--- src/rtl/controller_spi_rx.sv ---
// Receive-only SPI front end: synchronises raw pins, deserialises MSB-first bytes, frames 3-byte packets.
// Latency: raw clock high sampled at edge k -> byte_valid/packet_valid high after edge k+SYNC_STAGES+1.
// Backpressure: none; fields are held registers qualified by one-cycle strobes.
module controller_spi_rx #(
  parameter int SYNC_STAGES    = 2,
  parameter int TIMEOUT_CYCLES = 10000
) (
  input  logic       clk_in,
  input  logic       rst_in,
  input  logic       chip_data_raw,
  input  logic       chip_clk_raw,
  output logic [7:0] buttons,
  output logic [7:0] joystick_x,
  output logic [7:0] joystick_y,
  output logic       packet_valid,
  output logic [7:0] last_raw_byte,
  output logic       byte_valid,
  output logic [7:0] frame_error_count,
  output logic       link_active
);

  localparam int            IW = $clog2(TIMEOUT_CYCLES + 1);
  localparam logic [IW-1:0] TO = IW'(TIMEOUT_CYCLES);

  logic [SYNC_STAGES-1:0] clk_sync_q, data_sync_q;
  logic                   prev_clk_q;
  logic                   sync_clk, sync_data, rise;

  logic [7:0]    shift_q, shift_d;
  logic [2:0]    bit_cnt_q, bit_cnt_d;
  logic [1:0]    byte_idx_q, byte_idx_d;
  logic [7:0]    slot0_q, slot0_d, slot1_q, slot1_d, slot2_q, slot2_d;
  logic [IW-1:0] idle_cnt_q, idle_cnt_d;
  logic [7:0]    err_q, err_d;
  logic          byte_done_q, byte_done_d;
  logic          pkt_done_q, pkt_done_d;
  logic          link_active_q;

  logic [7:0] buttons_q, joy_x_q, joy_y_q, last_byte_q;
  logic       byte_valid_q, packet_valid_q;
  logic [7:0] byte_w;

  assign sync_clk  = clk_sync_q[SYNC_STAGES-1];
  assign sync_data = data_sync_q[SYNC_STAGES-1];
  assign rise      = sync_clk & ~prev_clk_q;
  assign byte_w    = {shift_q[6:0], sync_data};

  // Identical synchroniser chains keep data aligned with the clock, plus one flop of clock history
  always_ff @(posedge clk_in) begin
    if (rst_in) begin
      clk_sync_q  <= '0;
      data_sync_q <= '0;
      prev_clk_q  <= 1'b0;
    end else begin
      clk_sync_q  <= {clk_sync_q[SYNC_STAGES-2:0], chip_clk_raw};
      data_sync_q <= {data_sync_q[SYNC_STAGES-2:0], chip_data_raw};
      prev_clk_q  <= sync_clk;
    end
  end

  // Next-state: timeout abort is resolved first so a coincident rise starts a fresh frame
  always_comb begin
    shift_d     = shift_q;
    bit_cnt_d   = bit_cnt_q;
    byte_idx_d  = byte_idx_q;
    slot0_d     = slot0_q;
    slot1_d     = slot1_q;
    slot2_d     = slot2_q;
    idle_cnt_d  = idle_cnt_q;
    err_d       = err_q;
    byte_done_d = 1'b0;
    pkt_done_d  = 1'b0;

    if ((idle_cnt_q == TO) && ((bit_cnt_q != 3'd0) || (byte_idx_q != 2'd0))) begin
      bit_cnt_d  = 3'd0;
      byte_idx_d = 2'd0;
      if (err_q != 8'hFF) err_d = err_q + 8'd1;
    end

    if (rise) begin
      idle_cnt_d = '0;
      shift_d    = byte_w;
      if (bit_cnt_d == 3'd7) begin
        byte_done_d = 1'b1;
        case (byte_idx_d)
          2'd0:    slot0_d = byte_w;
          2'd1:    slot1_d = byte_w;
          default: slot2_d = byte_w;
        endcase
        if (byte_idx_d == 2'd2) begin
          pkt_done_d = 1'b1;
          byte_idx_d = 2'd0;
        end else begin
          byte_idx_d = byte_idx_d + 2'd1;
        end
      end
      bit_cnt_d = bit_cnt_d + 3'd1;
    end else if (idle_cnt_q != TO) begin
      idle_cnt_d = idle_cnt_q + 1'b1;
    end
  end

  // Framing state, idle tracking and error count
  always_ff @(posedge clk_in) begin
    if (rst_in) begin
      shift_q       <= '0;
      bit_cnt_q     <= '0;
      byte_idx_q    <= '0;
      slot0_q       <= '0;
      slot1_q       <= '0;
      slot2_q       <= '0;
      idle_cnt_q    <= TO;
      err_q         <= '0;
      byte_done_q   <= 1'b0;
      pkt_done_q    <= 1'b0;
      link_active_q <= 1'b0;
    end else begin
      shift_q       <= shift_d;
      bit_cnt_q     <= bit_cnt_d;
      byte_idx_q    <= byte_idx_d;
      slot0_q       <= slot0_d;
      slot1_q       <= slot1_d;
      slot2_q       <= slot2_d;
      idle_cnt_q    <= idle_cnt_d;
      err_q         <= err_d;
      byte_done_q   <= byte_done_d;
      pkt_done_q    <= pkt_done_d;
      link_active_q <= (idle_cnt_d < TO);
    end
  end

  // Publish completed bytes and whole packets one cycle after completion, with single-cycle strobes
  always_ff @(posedge clk_in) begin
    if (rst_in) begin
      last_byte_q    <= '0;
      byte_valid_q   <= 1'b0;
      buttons_q      <= '0;
      joy_x_q        <= '0;
      joy_y_q        <= '0;
      packet_valid_q <= 1'b0;
    end else begin
      byte_valid_q   <= byte_done_q;
      packet_valid_q <= pkt_done_q;
      if (byte_done_q) last_byte_q <= shift_q;
      if (pkt_done_q) begin
        buttons_q <= slot0_q;
        joy_x_q   <= slot1_q;
        joy_y_q   <= slot2_q;
      end
    end
  end

  assign buttons           = buttons_q;
  assign joystick_x        = joy_x_q;
  assign joystick_y        = joy_y_q;
  assign packet_valid      = packet_valid_q;
  assign last_raw_byte     = last_byte_q;
  assign byte_valid        = byte_valid_q;
  assign frame_error_count = err_q;
  assign link_active       = link_active_q;

endmodule
--- config.mk ---
export PLATFORM = sky130hd
export DESIGN_NAME = controller_spi_rx
export DESIGN_NICKNAME = d
export VERILOG_FILES = /design/src/rtl/controller_spi_rx.sv
export SDC_FILE = /design/constraint.sdc
export NUM_CORES = 1
export LEC_CHECK = 0
export ABC_AREA = 1
export ABC_CLOCK_PERIOD_IN_PS = 2360
export CELL_PAD_IN_SITES_DETAIL_PLACEMENT = 1
export CELL_PAD_IN_SITES_GLOBAL_PLACEMENT = 1
export CORE_MARGIN = 3
export CORE_UTILIZATION = 46
export CTS_CLUSTER_SIZE = 16
export DETAILED_ROUTE_END_ITERATION = 16
export DONT_BUFFER_PORTS = 1
export PLACE_DENSITY = 0.89
export SYNTH_ARGS = -nofsm -noshare
export SYNTH_HDL_FRONTEND = slang
export SYNTH_SLANG_ARGS = --single-unit
--- constraint.sdc ---
create_clock -name clk_in -period 2.36 [get_ports clk_in]
set_input_delay 0.472 -clock clk_in [delete_from_list [all_inputs] [get_ports clk_in]]
set_output_delay 0.472 -clock clk_in [all_outputs]
set_load 0.005 [all_outputs]
## Word level (Yosys, flattened, before mapping)

Index checks and enable logic that the tools add are counted.

| cells by class | value |
|---|---|
| add/subtract/negate cells | 4 |
| multipliers | 0 |
| divide/modulo/power cells | 0 |
| $lt $le $gt $ge | 1 |
| equality and inequality tests | 6 |
| shifts and indexed selects | 0 |
| muxes and demuxes | 10 |
| bitwise gates (word level) | 5 |
| reductions and logical operators | 12 |

Operator list:

| kind | number |
|---|---|
| two-way mux 14 bit | 2 |
| adder 14 x 1 -> 14 bit, second input constant | 1 |
| equality test 14 bit, second input constant | 1 |
| less-than comparator 14 bit, second input constant | 1 |
| != test 14 bit, second input constant | 1 |
| AND reduction 3 bit | 3 |
| adder 8 x 1 -> 8 bit, second input constant | 1 |
| two-way mux 2 bit | 4 |
| != test 8 bit, second input constant | 1 |
| two-way mux 3 bit | 2 |
| NOT 1 bit | 4 |
| OR reduction 2 bit | 2 |
| adder 3 x 1 -> 3 bit, second input constant | 1 |
| equality test 3 bit, second input constant | 1 |
| nonzero test 3 bit | 1 |
| OR reduction 3 bit | 1 |
| adder 2 x 1 -> 2 bit, second input constant | 1 |
| equality test 2 x 1 -> 1 bit, second input constant | 1 |
| equality test 2 bit, second input constant | 1 |
| logical NOT 2 bit | 1 |
| two-way mux 1 bit | 2 |
| AND reduction 2 bit | 1 |
| nonzero test 2 bit | 1 |
| bitwise AND 1 bit | 1 |
| other kinds (2) | 2 |

| storage, ports and cells | value |
|---|---|
| register bits after elaboration | 101 |
| bits in latches | 0 |
| RAM bits | 0 |
| memory bits (read-only) | 0 |
| input bits | 4 |
| output and inout bits | 43 |
| word-level logic and storage cells | 58 |
| memories kept | 0 |

## Depth between registers and ports, before layout

Gate-level depths: netlist of the first run.

| logic depth | value |
|---|---|
| word-level depth | 8 |
| gate-level depth with buffers | 15 |
| mapped depth without buffers | 14 |

## Worst setup path after synthesis of the first run

Ideal clock, no wire load.

| path | value |
|---|---|
| kind | register to register |
| start point | register bit_cnt_q[0] |
| end point | register slot1_q[5] |
| data arrival time | 2019 ps |
| required time | 2247 ps |
| setup slack | 228 ps |
| cell stages (with the launch flop) | 15 |
| buffers on the path | 1 |
| cell sequence | dfxtp_1 or2_2 nor3_1 nand2_1 nand3b_1 nand2_1 inv_1 ha_1 ha_1 inv_1 nor2_4 nand4_4 buf_6 nor2_1 nor2_1 |

| on the way | value |
|---|---|
| cells in the longest elaborated chain, start to end | 6 |
| elaborated cells on any way between the ends | 8 |
| those cells by class | eq/ne: 2; mux: 2; reduce/logical: 4 |

Ends and longest elaborated chain:

| element | line | text |
|---|---|---|
| start: declaration | 30 | `logic [2:0] bit_cnt_q, bit_cnt_d;` |
| start signal: assignment | 119 | `bit_cnt_q <= bit_cnt_d;` |
| nonzero test 3 bit | 74 | `if ((idle_cnt_q == TO) && ((bit_cnt_q != 3'd0) \|\| (byte_idx_q != 2'd0))) begin` |
| logical OR 1 bit | 74 |  |
| logical AND 1 bit | 74 |  |
| two-way mux 3 bit / two-way mux 2 bit (equally long branches) | 74 |  |
| equality test 3 bit / equality test 2 x 1 -> 1 bit (equally long branches) | 83, 85 |  |
| AND reduction 3 bit (no source line) (*) | n/a |  |
| end signal: assignment | 122 | `slot1_q <= slot1_d;` |
| end: declaration | 32 | `logic [7:0] slot0_q, slot0_d, slot1_q, slot1_d, slot2_q, slot2_d;` |

Mark *: on every way between the ends. The rest lies on a longest branch, timed or not.
A chain may end at the register's enable or synchronous reset.

## Final worst setup path of the first run

| path | value |
|---|---|
| start point | register bit_cnt_q[1] |
| end point | register byte_idx_q[1] |

| on the way | value |
|---|---|
| cells in the longest elaborated chain, start to end | 8 |
| elaborated cells on any way between the ends | 11 |
| those cells by class | add/sub: 1; eq/ne: 2; mux: 5; reduce/logical: 3 |

Ends and longest elaborated chain:

| element | line | text |
|---|---|---|
| nonzero test 3 bit | 74 |  |
| logical OR 1 bit | 74 |  |
| logical AND 1 bit | 74 |  |
| two-way mux 2 bit | 74 |  |
| adder 2 x 1 -> 2 bit / equality test 2 bit (equally long branches) | 94, 90 |  |
| two-way mux 2 bit | 90 | `if (byte_idx_d == 2'd2) begin` |
| two-way mux 2 bit | 83 | `if (bit_cnt_d == 3'd7) begin` |
| two-way mux 2 bit (*) | 80 | `if (rise) begin` |
| end signal: assignment | 120 | `byte_idx_q <= byte_idx_d;` |
| end: declaration | 31 | `logic [1:0] byte_idx_q, byte_idx_d;` |

Marked as above.

==> results by group, run 1 <==
Routing
  • Post-DRT Antenna Nets: 0
  • Vias: 3744
  • DRT iter0 DRCs: 194
  • Post-DR wirelength/cell: 18.9 um
  • Vias/cell: 5.59
  • DRT Pass-1 Iters: 6
  • Routed WL: 12.7 mm
  • # DRC: 0

Placement
  • DP Worst Slack: -0.0809 ns
  • Routability cong.: 0.858
  • Final HPWL DP: 7.20 mm
  • Port bufs: 0

Clock tree
  • Clock Path Buffers: 2
  • Sink Count: 101
  • Clk_lat worst skew: 0.37 ns
  • Root Driver: clkbuf_8
  • CTS Hold Buffers Added: 0
  • H-tree depth: 3
  • Worst-path clk slew: 0.10 ns
  • TritonCTS clock tree: yes
  • Num CTS Buffers: 9

Timing
  • Max_slew headroom: 0.618
  • Finish-stage setup viols: 26
  • Worst Tran Pin Value: 0.574 ns
  • Unrepaired setup endpoints after global routing: true
  • Crit share post-route: 1.14
  • Pins Over Slew Limit: 0
  • Tmin final: 2.70 ns
  • Clock Skew: 0.0143 ns
  • Final hold vios: 0
  • Final WS setup: -0.338 ns
  • Final setup TNS: -5.48 ns
  • Max Clk Rate: 371 MHz
  • Hold Slack: 0.167 ns

Worst setup path
  • Worst path required time: 2.65 ns
  • Crit start category: register
  • Worst r2r dst: byte_idx_q[1]
  • Crit path from: bit_cnt_q[1]
  • CP Capture Type: register
  • Crit-path max FO: 8
  • Arr. time, crit path: 2.98 ns
  • R2R depth: 14
  • Start of the worst register-to-register path: bit_cnt_q[1]
  • FF-to-FF setup slack: -0.34 ns
  • CP Class: register to register

GRT
  • Met1 global-route usage: 0.277
  • Met2 GRT Util: 0.403
  • Grt met3 use: 0.0558
  • First-pass GRT wire length: 18.6 mm
  • Largest net degree at the start of global routing: 63
  • Overflow after GRT: 0
  • GR peak layer: met2
  • Antenna violations before repair: 1
  • Vias in the first global route: 3710
  • Total Routing Usage GR: 0.232

Status
  • Status: finished, violations left
  • Violated checks: negative setup slack

Synth
  • Combinational family with the most area after synthesis: simple AND/OR/NAND/NOR gates
  • Mux contribution to synthesized area: 0
  • YS warnings: 0
  • Most common library cells after synthesis: 101 x dfxtp_1, 91 x nand2_1, 80 x nor2_1, 58 x inv_1, 49 x o21ai_0
  • Average size of a mapped cell: 7.64 um^2
  • Synthesized flop and latch total: 101
  • Compound-Gate Fraction of Synth Area: 0.135
  • Post-Synth Simple-Gate Area: 0.266
  • Post-synthesis adder-cell area fraction: 0.0150
  • Net count after synthesis: 554
  • Post-Syn Area: 0.00416 mm^2
  • Sequential cell area fraction in the yosys report: 0.486
  • Mapped Cells: 545
  • Synth top area share: 0.486
  • Post-synthesis xor/xnor area fraction: 0.0105
  • Synth area leaders: dfxtp_1 49%, nand2_1 8.2%, nor2_1 7.2%
  • Primary FF master, synth: dfxtp_1
  • Post-synth EDFFs: 0
  • Synth unique cells: 38
  • Most common cell in the netlist: dfxtp_1
  • Biggest area consumer among synthesized cells: dfxtp_1
  • Async set-reset flop share out of synthesis: 0

Worst hold path
  • WHS Path Cells: 1
  • HP Class: primary input to register
  • Hold path endpoint: frame_error_count[5]
  • Hold wc startpoint: rst_in

Floorplanning
  • Std cell rows: 34
  • Die Span Y: 101 um
  • I/O pin count: 47
  • Die width: 101 um
  • DIE AREA: 0.0102 mm^2
  • Initial core utilization: 0.475
  • Core area: 0.00876 mm^2

Power and ir drop
  • Static Leakage: 0.00200 uW
  • Design Power: 3300 uW
  • PD cells: 702 mW/mm^2
  • Peak supply drop: 0.000480 V

Layout
  • Area delta synth->final: 12.9%
  • Layout Nets: 567
  • Ant. Diodes: 0
  • Share of cells above drive strength 1: 0.151

Flow run
  • MaxCap Viol Count: 0
[layout make-up]
class | count | area (um^2)
Inverter | 65 | 251
Sequential cell | 101 | 2030
Fill cell | 1100 | 4060
Multi-Input combinational cell | 359 | 1860
Clock buffer | 10 | 138
Clock inverter | 5 | 82.6
Timing Repair Buffer | 22 | 206
Tap cell | 108 | 135
[layer usage]
metal  wire length, um  vias up
met4               381        2
met1              5190     1797
li1                  -     1787
met3               603       39
met5                13        -
met2              6470      119
[power by group]
part	switching [uW]	internal, uW
Combinational	198	106
Clock	613	625
Sequential	27.3	1730
[sequential cells by signal (all words and copies together), names as in the netlist, 2 cells and up]
name	count
bit_cnt_q	3
buttons	8
byte_idx_q	2
clk_sync_q	2
data_sync_q	2
frame_error_count	8
idle_cnt_q	14
joystick_x	8
joystick_y	8
last_raw_byte	8
shift_q	8
slot0_q	8
slot1_q	8
slot2_q	8
[repair_timing]
action,CTS,global route
resized for setup,12,17
cloned,2,0
endpoints found under the setup margin,26,26
pin swaps,6,11
buffers inserted,8,5
[placed cells by master, fill, tap and decap left out, types with 6 or more instances in the layout]
cell type,instances
nand2_1,88
nand4_1,14
inv_1,55
a21oi_1,46
o21ai_0,46
o22ai_1,7
dfxtp_1,97
nor2_1,77
inv_2,6
clkbuf_8,10
nor2_2,12
buf_4,18
nand3_1,25
[metrics by stage]
step / cells / utilization / instance area [um^2]
finish: 670 / 0.537 / 4700
global route: 670 / 0.537 / 4700
CTS: 665 / 0.527 / 4620
detailed placement: 640 / 0.486 / 4260
global placement: 640 / 0.486 / 4260
floorplan: 545 / - / 4160
[worst max-delay path, cell delays in order (launching register included)]
cell,delay (ns)
dfxtp_2,0.35
or2_4,0.26
nor3_2,0.22
nand2_1,0.13
nand3b_1,0.24
nand2_2,0.13
inv_2,0.08
ha_4,0.14
ha_4,0.14
inv_4,0.04
nor2_4,0.23
buf_12,0.16
nand4_4,0.14
buf_4,0.18
a21oi_1,0.17
[cells by family after synthesis]
kind of cell,Yosys count
adder cells (fa/ha/maj),5
AND/OR/NAND/NOR,241
flip-flops,101
AO/OA/AOI/OAI,106
buffers and inverters,87
XOR/XNOR,5
[worst max path at each step]
stage,endpoint,cells after the start
floorplan,slot1_q[5],14
global placement,slot0_q[7],15
global route,byte_idx_q[1],14
detailed placement,slot1_q[1],14
CTS,slot0_q[7],15
finish,byte_idx_q[1],14
Power figures use the tool's default switching activity.
==> run 2: changes to the inputs <==
--- a/config.mk
+++ b/config.mk
@@ -10,11 +10,13 @@
 export CELL_PAD_IN_SITES_DETAIL_PLACEMENT = 1
 export CELL_PAD_IN_SITES_GLOBAL_PLACEMENT = 1
 export CORE_MARGIN = 3
-export CORE_UTILIZATION = 46
+export CORE_UTILIZATION = 48
+export CTS_BUF_LIST = sky130_fd_sc_hd__clkbuf_8
 export CTS_CLUSTER_SIZE = 16
 export DETAILED_ROUTE_END_ITERATION = 16
 export DONT_BUFFER_PORTS = 1
-export PLACE_DENSITY = 0.89
+export PLACE_DENSITY = 0.92
+export SKIP_CTS_REPAIR_TIMING = 1
 export SYNTH_ARGS = -nofsm -noshare
 export SYNTH_HDL_FRONTEND = slang
 export SYNTH_SLANG_ARGS = --single-unit
==> run 2 against run 1 <==
The flow still finishes with violations (negative setup slack). Sequential cell count stayed put. Via count stayed put. First-iteration DRC count is 19% lower. Utilization is 3.0 points higher. Maximum frequency is 5.7% higher. Clock-buffer cell count is 1 lower. Wire length is 2.1% higher. Clock power is 13% lower. Register-to-register slack better by 0.15 ns. Largest power group unchanged. Highest routed layer is now met4.
==> results by group, run 2 (synthesis results as in run 1) <==
Clock tree
  • Clock Path Buffers: 2
  • Num CTS Buffers: 9
  • TritonCTS clock tree: yes
  • Sink Count: 101
  • Worst-path clk slew: 0.11 ns
  • Root Driver: clkbuf_8
  • Clk_lat worst skew: 0.37 ns
  • H-tree depth: 3

Worst setup path
  • CP Capture Type: register
  • Worst path required time: 2.66 ns
  • Arr. time, crit path: 2.85 ns
  • Crit-path max FO: 7
  • Crit start category: register
  • CP Class: register to register

Worst hold path
  • HP Class: primary input to register

Layout
  • Final std cells w/o fill: 664
  • Area delta synth->final: 13.4%
  • Ant. Diodes: 0
  • Most frequent cells in the layout: 98 x dfxtp_1, 84 x nand2_1, 72 x nor2_1, 54 x inv_1, 47 x o21ai_0
  • Max reg flops: 14
  • Share of cells above drive strength 1: 0.166
  • Largest Register: idle_cnt_q
  • Most common cell after layout, fill and taps aside: dfxtp_1
  • Layout Nets: 563

Timing
  • Max Clk Rate: 392 MHz
  • Max_slew headroom: 0.583
  • Worst Tran Pin Value: 0.625 ns
  • Pins Over Slew Limit: 0
  • Hold Slack: 0.156 ns
  • Final WS setup: -0.193 ns
  • Unrepaired setup endpoints after global routing: true
  • Finish-stage setup viols: 26
  • Final hold vios: 0
  • Crit share post-route: 1.08
  • Tmin final: 2.55 ns
  • Clock Skew: 0.0107 ns

Power and ir drop
  • Clock Power Share: 0.341
  • Switch share: 0.286
  • Seq pwr share: 0.552
  • Internal Pwr Total: 2270 uW
  • Peak supply drop: 0.000422 V
  • PD cells: 674 mW/mm^2
  • Comb power frac: 0.108
  • Net Switching: 908 uW
  • Static Leakage: 0.00199 uW

GRT
  • Overflow after GRT: 0
  • Antenna violations before repair: 0
  • Vias in the first global route: 3780
  • Total Routing Usage GR: 0.229
  • First-pass GRT wire length: 18.1 mm
  • Largest net degree at the start of global routing: 61

Floorplanning
  • Std cell rows: 33
  • Core area: 0.00834 mm^2
  • Die Span Y: 99.1 um
  • Die width: 99.1 um
  • I/O pin count: 47
  • Initial core utilization: 0.499
  • DIE AREA: 0.00983 mm^2

Routing
  • Routed WL: 12.9 mm
  • Post-DRT Antenna Nets: 0
  • # DRC: 0
  • Post-DR wirelength/cell: 19.4 um
  • DRT iter0 DRCs: 158
  • DRT Pass-1 Iters: 7
  • Vias: 3744
  • Vias/cell: 5.64

Flow run
  • MaxCap Viol Count: 0

Placement
  • Port bufs: 0
  • Routability cong.: 0.869
  • Final HPWL DP: 7.48 mm
  • Post-Place Cells: 636

Status
  • Status: finished, violations left
  • Violated checks: negative setup slack
## run 2: cell types whose count changed in the layout (fill, tap and decap cells not counted), moves of 3 or more
cell,previous run,this run
buf_4,18,14
nand2_1,88,84
nor2_1,77,72
nand2_2,4,7
nor2_2,12,15
## run 2: per-layer routing
| layer | routed length (um) | up-vias | track usage | part of all wire |
|---|---|---|---|---|
| li1 | - | 1775 | - | - |
| met1 | 5190 | 1846 | 0.268 | 0.40 |
| met2 | 6880 | 92 | 0.412 | 0.53 |
| met3 | 530 | 31 | 0.0519 | 0.041 |
| met4 | 314 | 0 | 0.0809 | 0.024 |
| met5 | 0 | - | 0 | 0 |
## run 2: layout make-up
type	count	area, um^2
fill	1058	3620
timing repair buffer	20	220
multi-input combinational	357	1890
clock inverter	7	71.3
clock buffer	9	124
sequential	101	2030
inverter	65	259
tap	105	131
## run 2: worst paths after layout
check / from / end / slack, ns / cells past startpoint
setup / recovery: bit_cnt_q[0] / slot1_q[4] / -0.19 / 15
hold / removal: rst_in / idle_cnt_q[12] / 0.16 / 1
setup reg to reg: bit_cnt_q[0] / slot1_q[4] / -0.19 / 15
hold reg to reg: clk_sync_q[0] / clk_sync_q[1] / 0.42 / 2
## run 2: per-stage QoR
stage / TNS, ns / total power (uW) / area, um^2 / utilization / setup WS [ns]
2_1_floorplan: 0 / 2010 / 4160 / - / 0.228
3_3_place_gp: 0 / 2050 / 4250 / 0.509 / 0.108
3_5_place_dp: -1.39 / 2070 / 4250 / 0.509 / -0.162
4_1_cts: -5.57 / 3130 / 4440 / 0.533 / -0.353
5_1_grt: -5.83 / 3290 / 4720 / 0.566 / -0.320
6_report: -2.68 / 3180 / 4720 / 0.566 / -0.193
## run 2: critical path, stage by stage (launching register included)
cell and delay [ns]:
dfxtp_2 0.33, or2_4 0.26, nor3_4 0.23, nand2_2 0.13, nand3b_1 0.18, nand2_1 0.11
inv_2 0.08, ha_4 0.14, ha_4 0.13, inv_4 0.04, nor2_4 0.20, nand4_4 0.19
buf_12 0.20, nand2_1 0.05, nand2_1 0.07, nor2_1 0.14
## run 2: power by group through the flow
| stage | Clock [uW] | Sequential, uW | Combinational [uW] |
|---|---|---|---|
| CTS | 1080 | 1750 | 293 |
| global placement | 0 | 1790 | 261 |
| finish | 1080 | 1750 | 342 |
| global route | 1160 | 1760 | 368 |
| floorplan | 0 | 1790 | 221 |
| detailed placement | 0 | 1790 | 282 |
